### config.mk
export PLATFORM = sky130hd
export DESIGN_NAME = sad_search_ctrl
export DESIGN_NICKNAME = d
export VERILOG_FILES = /design/src/rtl/sad_search_ctrl.sv
export SDC_FILE = /design/constraint.sdc
export NUM_CORES = 1
export LEC_CHECK = 0
export CAP_MARGIN = 15
export CORE_UTILIZATION = 30
export CTS_BUF_LIST = sky130_fd_sc_hd__clkbuf_2
export DETAILED_ROUTE_END_ITERATION = 8
export PLACE_DENSITY = 0.55
export SLEW_MARGIN = 20
export SYNTH_ARGS = -nofsm -noshare
export SYNTH_HDL_FRONTEND = slang
export SYNTH_SLANG_ARGS = --single-unit
### constraint.sdc
create_clock -name clk_i -period 6.8 [get_ports clk_i]
set_clock_uncertainty 0.2 [all_clocks]
set_input_delay 1.36 -clock clk_i [delete_from_list [all_inputs] [get_ports clk_i]]
set_output_delay 1.36 -clock clk_i [all_outputs]
set_load 0.005 [all_outputs]
### src/rtl/sad_search_ctrl.sv
// Block-matching search controller: runs one SAD per candidate on the shared core, keeps min SAD + index.
// Optional early exit when the best SAD drops below thr_i: define SAD_THRESH_EN.
module sad_search_ctrl #(
    parameter int BLK_PIX   = 256,
    parameter int N_CAND    = 16,
    parameter int CAND_STEP = 1,
    parameter int AW        = 16,
    parameter int SAD_W     = 32,
    parameter int IW        = (N_CAND > 1) ? $clog2(N_CAND) : 1
) (
    input  logic             clk_i,
    input  logic             rst_n_i,
    input  logic             start_i,
    output logic             busy_o,
    output logic             done_o,
    output logic [SAD_W-1:0] best_sad_o,
    output logic [IW-1:0]    best_idx_o,
    output logic [AW-1:0]    cur_addr_o,
    input  logic [7:0]       cur_data_i,
    output logic [AW-1:0]    ref_addr_o,
    input  logic [7:0]       ref_data_i,
    output logic             sad_clr_o,
    output logic             sad_enb_o,
    output logic [7:0]       sad_dta_o,
    output logic [7:0]       sad_dtb_o,
    input  logic [SAD_W-1:0] sad_dt_i,
`ifdef SAD_THRESH_EN
    input  logic [SAD_W-1:0] thr_i,
    output logic             early_o,
`endif
    output logic [2:0]       fsm_state
);

    localparam int PW = (BLK_PIX > 1) ? $clog2(BLK_PIX) : 1;
    localparam logic [PW-1:0] P_LAST = PW'(BLK_PIX - 1);
    localparam logic [IW-1:0] C_LAST = IW'(N_CAND - 1);

    typedef enum logic [2:0] {
        IDLE    = 3'd0,
        CLEAR   = 3'd1,
        STREAM  = 3'd2,
        WAIT    = 3'd3,
        COMPARE = 3'd4,
        DONE    = 3'd5
    } state_t;

    state_t          state, state_next;
    logic [PW-1:0]   p;
    logic [PW-1:0]   p_issue;
    logic [IW-1:0]   c;
    logic [AW-1:0]   ref_base;
    logic            sad_lt;
    logic            thresh_hit;

    // Handshake: start_i is a level sampled only in IDLE (ignored otherwise, never queued);
    // done_o is a single-cycle pulse, and the best_* outputs stay valid from done_o until the next accepted start.
    assign sad_lt = (sad_dt_i < best_sad_o);

`ifdef SAD_THRESH_EN
    logic [SAD_W-1:0] new_best;
    logic             early;
    assign new_best   = sad_lt ? sad_dt_i : best_sad_o;
    assign thresh_hit = (new_best < thr_i);
    assign early_o    = early;
`else
    assign thresh_hit = 1'b0;
`endif

    always_ff @(posedge clk_i) begin
        if (!rst_n_i) begin
            state      <= IDLE;
            p          <= '0;
            c          <= '0;
            ref_base   <= '0;
            best_sad_o <= '0;
            best_idx_o <= '0;
`ifdef SAD_THRESH_EN
            early      <= 1'b0;
`endif
        end else begin
            state <= state_next;
            case (state)
                IDLE: begin
                    if (start_i) begin
                        c          <= '0;
                        ref_base   <= '0;
                        best_sad_o <= '1;
                        best_idx_o <= '0;
`ifdef SAD_THRESH_EN
                        early      <= 1'b0;
`endif
                    end
                end
                CLEAR:  p <= '0;
                STREAM: if (p != P_LAST) p <= p + PW'(1);
                COMPARE: begin
                    if (sad_lt) begin
                        best_sad_o <= sad_dt_i;
                        best_idx_o <= c;
                    end
`ifdef SAD_THRESH_EN
                    if (thresh_hit) early <= 1'b1;
`endif
                    if (c != C_LAST && !thresh_hit) begin
                        c        <= c + IW'(1);
                        ref_base <= ref_base + AW'(CAND_STEP);
                    end
                end
                default: ;
            endcase
        end
    end

    always_comb begin
        state_next = state;
        case (state)
            IDLE:    if (start_i) state_next = CLEAR;
            CLEAR:   state_next = STREAM;
            STREAM:  if (p == P_LAST) state_next = WAIT;
            WAIT:    state_next = COMPARE;
            COMPARE: state_next = (c == C_LAST || thresh_hit) ? DONE : CLEAR;
            DONE:    state_next = IDLE;
            default: state_next = IDLE;
        endcase
    end

    // While streaming pixel p, the RAMs are already fetching pixel p+1; the last pixel's address holds.
    always_comb begin
        p_issue    = (p == P_LAST) ? p : p + PW'(1);
        cur_addr_o = '0;
        ref_addr_o = '0;
        case (state)
            CLEAR:  ref_addr_o = ref_base;
            STREAM: begin
                cur_addr_o = AW'(p_issue);
                ref_addr_o = ref_base + AW'(p_issue);
            end
            default: ;
        endcase
    end

    assign busy_o    = (state != IDLE);
    assign done_o    = (state == DONE);
    assign sad_clr_o = (state == CLEAR);
    assign sad_enb_o = (state == STREAM);
    assign sad_dta_o = cur_data_i;
    assign sad_dtb_o = ref_data_i;
    assign fsm_state = state;

endmodule
* Yosys cells after proc, flatten, opt, wreduce, memory -nomap -nowiden *
Index checks and enable logic that the tools add are counted.

cells by class
  $add $sub $neg = 4
  magnitude comparators = 1
  eq/ne operators = 14
  multiplexer cells = 20
  reduce and logical (&&, ||, !) cells = 8

operators with widths
  kind                                            number
  2-to-1 mux 32 bit                               2
  case mux 16 bit (2 select lines)                2
  case mux 32 bit (2 select lines)                1
  < comparator 32 bit                             1
  2-to-1 mux 16 bit                               2
  2-to-1 mux 8 bit                                3
  adder 16 x 1 -> 16 bit (second input constant)  1
  adder 16 x 8 -> 16 bit                          1
  case mux 4 bit (2 select lines)                 2
  case mux 8 bit (2 select lines)                 1
  case mux 3 bit (5 select lines)                 1
  2-to-1 mux 4 bit                                3
  2-to-1 mux 3 bit                                3
  adder 8 x 1 -> 8 bit (second input constant)    1
  == test 8 bit (second input constant)           1
  != test 8 bit (second input constant)           1
  == test 3 x 2 -> 1 bit (second input constant)  2
  == test 3 bit (second input constant)           2
  != test 2 bit (second input constant)           3
  AND reduction 3 bit                             2
  adder 4 x 1 -> 4 bit (second input constant)    1
  == test 4 bit (second input constant)           1
  != test 2 x 1 -> 1 bit (second input constant)  2
  != test 4 bit (second input constant)           1
  5 further kinds                                 7

storage, ports and cells
  flip-flop bits (word level) = 67
  output and inout port bits = 91

* Depth between registers and ports, before layout *
Gate-level depths: netlist of run 1.

  word-level depth = 4
  depth in mapped cells = 13

* Least setup slack after synthesis of run 1 *
Ideal clock, no wire load.

  path type = register -> output
  from = register p[0]
  to = output ref_addr_o[10]
  data arrival time = 3.127 ns
  data required time = 5.240 ns
  path slack = 2.113 ns
  cell stages (with the launch flop) = 14
  buffers on the path = 1
  cells stage by stage = dfxtp_1 ha_1 nand3_1 or4_1 clkbuf_1 xor2_1 ha_1 fa_1 a21o_1 a211oi_1 o21ai_0 nand4_1 xor2_1 o21ai_0

between the ends
  word-level cells in the longest chain between the ends = 4

ends and longest elaborated chain
  what                                                   line  text
  start, declared                                        48    logic [PW-1:0] p;
  start signal, assigned                                 95    STREAM: if (p != P_LAST) p <= p + PW'(1);
  adder 8 x 1 -> 8 bit or == test 8 bit (tied branches)  129   p_issue = (p == P_LAST) ? p : p + PW'(1);
  2-to-1 mux 8 bit *                                     129
  adder 16 x 8 -> 16 bit *                               136   ref_addr_o = ref_base + AW'(p_issue);
  case mux 16 bit (2 select lines) *                     132   case (state)
  end, declared                                          20    output logic [AW-1:0] ref_addr_o,

Mark *: on every way between the ends. The rest lies on a longest branch, timed or not.

* Final worst setup path of run 1 *
  from = register p[0]
  to = output ref_addr_o[14]

Same word-level chain as after synthesis.

==> run metrics, run 1 <==
CTS Sinks 67; FMAX 161 MHz; switch share 32.4%; worst path bufs/invs 1; Port Buf Inserts 101; Largest stage delay, worst path 560 ps; syn avg cell area 7.93 sq um; Die X 127 um; cell taking the most area after synthesis dfxtp_1; CTS buffer count 9; pwr/cell area 147 mW/mm^2; Post-synth EDFFs 0; gr busiest metal met2; area of the core 0.0153 sq mm; GRT met2 Usage 24.5%; GR Util met1 18.0%; Hold Vio Cnt, Final 0; worst slew pin tran 1090 ps; CTS tree built; Critical Path RT 5240 ps; Avg Vias per Cell 4.86; sequential power share 51.4%; Top FF cell, synth dfxtp_1; met3 Track Usage GR 6.03%; cells after synthesis 595; pre-CTS setup slack 1000 ps; Longest Clk Path Bufs 2; Die Footprint 0.0162 sq mm; Setup WS post-layout 599 ps; Synth area leaders dfxtp_1, ha_1, mux2i_1; htree depth 3; Worst Path Class, Setup reg -> out; Final Max Slew Viols 0; FP Rows 45; GPL Wtd Cong 0.835; final count of negative-setup-slack endpoints 0; gr usage total 15.1%; Int Pwr 0.574 mW; max_slew headroom 27.1%; top cell type's share of synthesized area 28.4%; crit path cell chain ha_1, nand3_1, or4_4, xor2_1, ha_1, fa_1, a21o_1, a211oi_1, o21ai_0, a41oi_1, o21ai_0, o31ai_1, clkdlybuf4s50_1; Tcrit/Tclk final 91.2%; Final Critical Period 6200 ps; Die Y-Extent 127 um; largest net degree at the start of global routing 89; Core Util, Final 37.8%; most frequent cells in the layout clkdlybuf4s50_1, nand2_1, dfxtp_1; Clock Latency Late Sink 540 ps; clock power share 22.5%; initial antenna violation count 0; Gate power share 26.1%; Setup crit start kind register; Slowest-stage cell, CP or4_4; root buffer cell clkbuf_2; critical-path maximum fanout 18; DRT Wirelength 11900 um; Yosys warnings 0; mapped cell area 0.00472 sq mm; Final TNS setup 0 ps; Initial Util 30.9%; Top Family by Delay on Critical Path compound AO/OA/AOI/OAI gates; total of max-cap violations 0; Nets 758; outcome completed; area grow syn2layout 22.3%; Unique masters post-synth 51; DR iter-0 viols 245; Async SR Flop Fraction 0%; n_diodes 0; Peak VDD IR 91.1 uV; post-DR wirelength/cell 13.5 um; CTS clk-pin slew, worst paths 180 ps; number of global-route vias before repair 4148; #FFs+latches synth 67; DRC viols 0; Final HPWL DP 8780 um; NetSw 0.274 mW; HP Class reg -> reg; commonest non-fill, non-tap cell in the layout clkdlybuf4s50_1; share of layout cells above drive strength 1 3.30%; sequential area share after synthesis 28.4%; via count 4266; post-CTS setup buffers 0; leakage 2.16 nW; global-route wire length before repair 19800 um; drt first pass iters 4; total congestion overflow 0; Ports 142; RSZ-0062 raised after global routing false; critical path capture point type output pin; Critical Path AT 4640 ps; ANT nets after route 0
[registers in the layout (all words and copies together), names as in the netlist]
| name | flops |
|---|---|
| best_sad_o | 32 |
| best_idx_o | 4 |
| ref_base | 16 |
| c | 4 |
| p | 8 |
| fsm_state | 3 |
[cell usage after synthesis, types with 2 or more instances]
library cell and instances:
nand2_1 82, dfxtp_1 67, o21ai_0 65, ha_1 44
inv_1 36, mux2i_1 36, a21oi_1 33, nor2_1 33
buf_4 24, clkbuf_1 24, nand3_1 21, xor2_1 14
xnor2_1 10, and3_1 9, nand4_1 9, or3_1 9
and2_1 7, a21boi_0 6, nor3_1 5, o211ai_1 5
or4_1 4, a211oi_1 3, a21o_1 3, a41oi_1 3
buf_12 3, nand3b_1 3, nor2b_1 3, o21a_1 3
a22o_1 2, and4_1 2, buf_1 2, nand2b_1 2
nand4b_1 2, nor3b_1 2, nor4_1 2, o31ai_1 2
[routing by layer]
metal / vias up / routed length [um] / share of wire, %
met2: 124 / 5400 / 45
met3: 16 / 984 / 8.3
met4: 0 / 167 / 1.4
met5: - / 0 / 0
met1: 1964 / 5330 / 45
li1: 2162 / - / -
[final cells by class]
type	count	area (sq um)
multi-input cells	443	2920
repair buffers	103	1020
flip-flops and latches	67	1340
inverters	38	143
clock inverters	5	20.0
fillers	1606	9490
clock buffers	11	55.1
well taps	211	264
[cells by family (layout without fill, tap and decap cells)]
family | Yosys count | after routing | synth area share, %
buffers and inverters | 92 | 157 | 10.4
flip-flops | 67 | 67 | 28.4
multiplexers | 37 | 37 | 7.88
AND/OR/NAND/NOR | 198 | 198 | 20.2
XOR/XNOR | 24 | 24 | 4.46
adder cells (fa/ha/maj) | 45 | 45 | 12.1
other | 1 | 8 | 0.0795
AO/OA/AOI/OAI | 131 | 131 | 16.4
[per-stage QoR]
step	cell area [sq um]	hold WS [ps]	power, mW	std cells
final	5770	282	0.848	878
after global routing	5770	334	0.913	878
after global placement	5690	258	0.663	862
after CTS	5760	289	0.867	878
after detailed placement	5690	264	0.667	862
after floorplan	4740	263	0.572	602
[worst register-to-register path, stage by stage (launching register included)]
cell	delay (ps)
dfxtp_1	390
inv_1	60
ha_1	320
a2111oi_4	290
nor4_1	80
or4_4	550
a221oi_4	740
buf_4	540
mux2i_1	260
[worst paths after layout]
path	end	slack, ps	cells past startpoint	from
hold reg to reg	best_idx_o[2]	280	2	best_idx_o[2]
hold / removal	best_idx_o[2]	280	2	best_idx_o[2]
setup reg to reg	best_sad_o[4]	3320	8	best_sad_o[1]
setup / recovery	ref_addr_o[14]	600	13	p[0]
[what timing repair did]
item,in CTS,in global routing
setup endpoints to repair,0,2
gates resized for setup,0,1
hold buffers,0,0
[power groups by stage]
| stage | clock (mW) | sequential [mW] | combinational [mW] |
|---|---|---|---|
| floorplan | 0 | 0.441 | 0.131 |
| finish | 0.191 | 0.436 | 0.221 |
| global route | 0.224 | 0.441 | 0.249 |
| detailed placement | 0 | 0.444 | 0.223 |
| global placement | 0 | 0.443 | 0.220 |
| CTS | 0.206 | 0.437 | 0.225 |
(Power assumes the default switching activity.)
==> inputs of run 2 (changes only) <==
- TNS_END_PERCENT: default -> 1
- clock period: 6.8 -> 6.2 ns (I/O delays scaled with it)
==> run 2 against run 1 <==
- combinational power rose by 11%
- cell count rose by 0.23%
- via count rose by 0.30%
- setup slack got worse by 250 ps
- sequential cell count did not move
- count of clock-buffer cells in the layout rose by 2
- critical path depth did not move
- critical endpoint is now ref_addr_o[12]
- hold slack improved by 7.2 ps
- sequential share of layout area fell by 0.24 points
- final area rose by 1.0%
- sequential power rose by 9.6%
==> run metrics, run 2 (synthesized netlist as in run 1, its figures left out) <==
total congestion overflow 0; clock power share 26.3%; FMAX 171 MHz; Critical path origin p[0]; pwr/cell area 168 mW/mm^2; Multi-input gate area 0.00294 sq mm; Critical Path RT 4760 ps; Fill cells 1601; FP Rows 45; Slowest-stage cell, CP or4_4; area of the core 0.0153 sq mm; commonest non-fill, non-tap cell in the layout clkdlybuf4s50_1; DRT Wirelength 12000 um; Avg Vias per Cell 4.86; DRC viols 0; worst slew pin tran 912 ps; Port Buf Inserts 101; ANT nets after route 0; Final TNS setup 0 ps; Critical Path Most Common Cell ha_1; initial antenna violation count 0; Peak VDD IR 88.7 uV; CTS tree built; root buffer cell clkbuf_2; total of max-cap violations 0; FF/Latch Area 0.00134 sq mm; DR iter-0 viols 183; max_slew headroom 39.2%; area grow syn2layout 23.6%; Min-Delay Endpoint best_idx_o[0]; NetSw 0.304 mW; fin area 0.00583 sq mm; via count 4279; htree depth 3; hold_buf cts 0; Int Pwr 0.678 mW; outcome completed; Largest stage delay, worst path 560 ps; R2R Path Start best_sad_o[15]; n_diodes 0; critical path capture point type output pin; R2R cell count 8; Final Max Slew Viols 0; Hold Slack 289 ps; Die X 127 um; crit path cell chain ha_1, nand3_1, or4_4, xor2_1, ha_1, fa_1, a21o_1, a211oi_2, o21ai_2, a41oi_1, o21ai_0, o31ai_1, clkdlybuf4s50_1; Clock Latency Late Sink 540 ps; Critical Path AT 4410 ps; critical-path maximum fanout 18; FF-to-FF End best_sad_o[15]; biggest regs best_sad_o: 32 flops, ref_base: 16 flops, p: 8 flops; Ports 142; Area after DPL 0.00570 sq mm; post-CTS setup buffers 0; CTS clk-pin slew, worst paths 180 ps; Worst Path Class, Setup reg -> out; switch share 30.9%; Final HPWL DP 9030 um; Hold Vio Cnt, Final 0; CTS Sinks 67; number of global-route vias before repair 4164; Nets 760; GPL Wtd Cong 0.842; post-DR wirelength/cell 13.7 um; Biggest register best_sad_o; Core Util, Final 38.2%; Tcrit/Tclk final 94.3%; Design Power 0.982 mW; share of layout cells above drive strength 1 4.63%; global-route wire length before repair 20100 um; most frequent cells in the layout clkdlybuf4s50_1, nand2_1, dfxtp_1; largest net degree at the start of global routing 54; sequential power share 48.7%; final count of negative-setup-slack endpoints 0; Gate power share 25.0%; Longest Clk Path Bufs 2; Die Y-Extent 127 um; drt first pass iters 4; leakage 2.19 nW; hold depth 2; Largest register FFs 32; Worst R2R Setup Slack 2830 ps; Final Critical Period 5850 ps; HP Class reg -> reg; Die Footprint 0.0162 sq mm; gr usage total 15.4%; HP Start best_idx_o[0]; RSZ-0062 raised after global routing false; Initial Util 30.9%; Setup crit start kind register; CTS buffer count 9
[run 2: cell count changes in the layout (fill, tap and decap cells not counted), sizes merged]
cell	delta
clkbuf	+2
clkinv	-3
bufinv	+1
buf	+2
[run 2: worst max-delay path: cells and delay by family (launching register included)]
family,cells,cell delay [ps]
simple gates,2,680
xor+xnor,1,200
buf+inv,1,540
fa+ha+maj,3,930
compound gates,6,1080
flops,1,440
[run 2: worst max path at each step]
stage / to / cells after the start
final: ref_addr_o[12] / 13
after global routing: ref_addr_o[12] / 13
after CTS: ref_addr_o[12] / 13
after detailed placement: ref_addr_o[12] / 13
after global placement: ref_addr_o[12] / 13
after floorplan: ref_addr_o[10] / 13
[run 2: layout make-up]
cell class,count,share of cell area (%)
multi-input combinational,443,50.5
sequential,67,23.0
timing repair buffer,105,17.8
clock buffer,13,1.12
inverter,38,2.45
clock inverter,3,0.666
tap,211,4.53
[run 2: per-layer routing]
metal | track usage, % | part of all wire, % | vias up
met5 | 0 | 0 | -
met4 | 5.60 | 1.3 | 0
met3 | 5.44 | 8.1 | 12
met2 | 25.3 | 46 | 109
met1 | 18.5 | 45 | 1979
li1 | - | - | 2179
[run 2: repair_timing]
item,CTS,global route
endpoints found under the setup margin,4,5
endpoints found under the hold margin,0,0
resized for setup,1,4
[run 2: per-stage QoR]
step,cells,worst slack (ps)
floorplan,602,1630
global placement,864,637
detailed placement,864,513
CTS,880,86.8
global route,880,37.6
finish,880,353
[run 2: power groups by stage]
| stage | sequential [mW] | clock [mW] | combinational [mW] |
|---|---|---|---|
| floorplan | 0.484 | 0 | 0.144 |
| global placement | 0.485 | 0 | 0.243 |
| detailed placement | 0.486 | 0 | 0.247 |
| CTS | 0.478 | 0.274 | 0.249 |
| global route | 0.483 | 0.291 | 0.277 |
| finish | 0.478 | 0.259 | 0.246 |
==> inputs of run 3 (changes only) <==
- clock period: 6.2 -> 7.5 ns (I/O delays scaled with it)
==> run 3 against run 2 <==
- cell count fell by 0.68%
- count of clock-buffer cells in the layout down 3
- clock power fell by 37%
- die area unchanged
- critical path depth is the same
- register-to-register slack better by 1200 ps
- sequential cell count unchanged
- combinational power down 18%
- via count shrank 1.0%
- sequential power down 17%
- core utilization down 0.53 points
==> run metrics, run 3 (synthesized netlist as in run 1, its figures left out) <==
Longest Clk Path Bufs 2; global-route wire length before repair 19900 um; R2R cell count 8; Final Max Slew Viols 0; critical-path maximum fanout 18; CTS clk-pin slew, worst paths 180 ps; Largest register FFs 32; HP Start best_idx_o[2]; number of global-route vias before repair 4165; Ports 142; commonest non-fill, non-tap cell in the layout clkdlybuf4s50_1; HP Class reg -> reg; Gate power share 26.5%; CTS tree built; DR iter-0 viols 240; R2R Path Start best_sad_o[1]; Worst Path Class, Setup reg -> out; hold_buf cts 0; sequential power share 52.2%; Slowest-stage cell, CP or4_1; Critical Path RT 5800 ps; root buffer cell clkbuf_2; share of layout cells above drive strength 1 2.87%; FP Rows 45; Final Critical Period 6520 ps; clock power share 21.4%; biggest regs best_sad_o: 32 flops, ref_base: 16 flops, p: 8 flops; area of the core 0.0153 sq mm; Peak VDD IR 88.8 uV; Setup crit start kind register; pwr/cell area 132 mW/mm^2; CP Depth 13; Hold Vio Cnt, Final 0; DRC viols 0; Final HPWL DP 8810 um; n_diodes 0; RSZ-0062 raised after global routing false; Die Footprint 0.0162 sq mm; FMAX 153 MHz; largest net degree at the start of global routing 89; gr usage total 15.2%; Die X 127 um; Top Family by Delay on Critical Path compound AO/OA/AOI/OAI gates; placed insts 862; max_slew headroom 28.0%; NetSw 0.243 mW; via count 4235; Int Pwr 0.514 mW; FF-to-FF End best_sad_o[10]; Critical Path AT 4820 ps; non-filler instance count after layout 874; worst path bufs/invs 1; leakage 2.15 nW; critical path capture point type output pin; ANT nets after route 0; DRT Wirelength 11800 um; outcome completed; Biggest register best_sad_o; Critical path origin p[0]; Clock Latency Late Sink 550 ps; crit path cell chain ha_1, nand3_1, or4_1, xor2_1, ha_1, fa_1, a21o_1, a211oi_1, o21ai_0, a41oi_1, o21ai_0, o31ai_1, clkdlybuf4s50_1; Largest stage delay, worst path 710 ps; post-CTS setup buffers 0; CTS Sinks 67; CTS buffer count 9; GPL Wtd Cong 0.835; Port Buf Inserts 101; area grow syn2layout 21.9%; Die Y-Extent 127 um; Tcrit/Tclk final 86.9%; initial antenna violation count 0; total of max-cap violations 0; drt first pass iters 4; Worst R2R Setup Slack 4030 ps; post-CTS sizing 0; Final TNS setup 0 ps; Avg Vias per Cell 4.85; htree depth 3; final count of negative-setup-slack endpoints 0; Nets 758; worst slew pin tran 1080 ps; Worst setup endpoint ref_addr_o[14]; Initial Util 30.9%; total congestion overflow 0; most frequent cells in the layout clkdlybuf4s50_1, nand2_1, dfxtp_1; post-DR wirelength/cell 13.5 um; switch share 32.1%
run 3: power groups by stage:
stage / Clock [mW] / Sequential, mW / Combinational (mW)
global route: 0.189 / 0.399 / 0.227
detailed placement: 0 / 0.403 / 0.203
finish: 0.162 / 0.395 / 0.201
global placement: 0 / 0.401 / 0.200
floorplan: 0 / 0.400 / 0.119
CTS: 0.178 / 0.396 / 0.204
run 3: worst reg2reg max path: cells and delay by family (launching register included):
family	cells	cell delay [ps]
AOI/OAI and AO/OA	2	1020
and+or+nand+nor	2	630
buffers and inverters	2	580
DFF	1	400
adders and majority gates	1	320
muxes	1	260
run 3: worst min-delay path by stage:
stage / slack [ps] / endpoint / depth (start not counted)
final: 280 / best_idx_o[2] / 2
after global routing: 310 / best_idx_o[3] / 2
after CTS: 290 / best_idx_o[2] / 2
after detailed placement: 260 / best_idx_o[2] / 2
after global placement: 260 / best_idx_o[2] / 2
after floorplan: 260 / best_idx_o[0] / 2
run 3: metal layers:
layer	share of wire, %	track usage (%)	vias up	routed length (um)
met3	8.7	5.74	19	1030
met2	44	24.6	119	5200
li1	-	-	2164	-
met1	45	18.1	1933	5350
met5	0	0	-	0
met4	1.8	6.16	0	210
run 3: area by class of cell:
| class | instances | area (sq um) |
|---|---|---|
| Fill cell | 1588 | 9510 |
| Multi-Input combinational cell | 443 | 2920 |
| Sequential cell | 67 | 1340 |
| Timing Repair Buffer | 103 | 1020 |
| Tap cell | 211 | 264 |
| Inverter | 38 | 143 |
| Clock buffer | 10 | 50.0 |
| Clock inverter | 2 | 7.51 |
run 3: stage by stage:
stage                     hold slack, ps  power (mW)  util [%]  instance area (sq um)  worst slack (ps)
final                                285       0.758      37.7                   5750               984
after global routing                 314       0.815      37.7                   5750               635
after CTS                            289       0.778      37.7                   5750               949
after detailed placement             264       0.605      37.3                   5690              1600
after global placement               258       0.601      37.3                   5690              1670
after floorplan                      263       0.519         -                   4740              2670
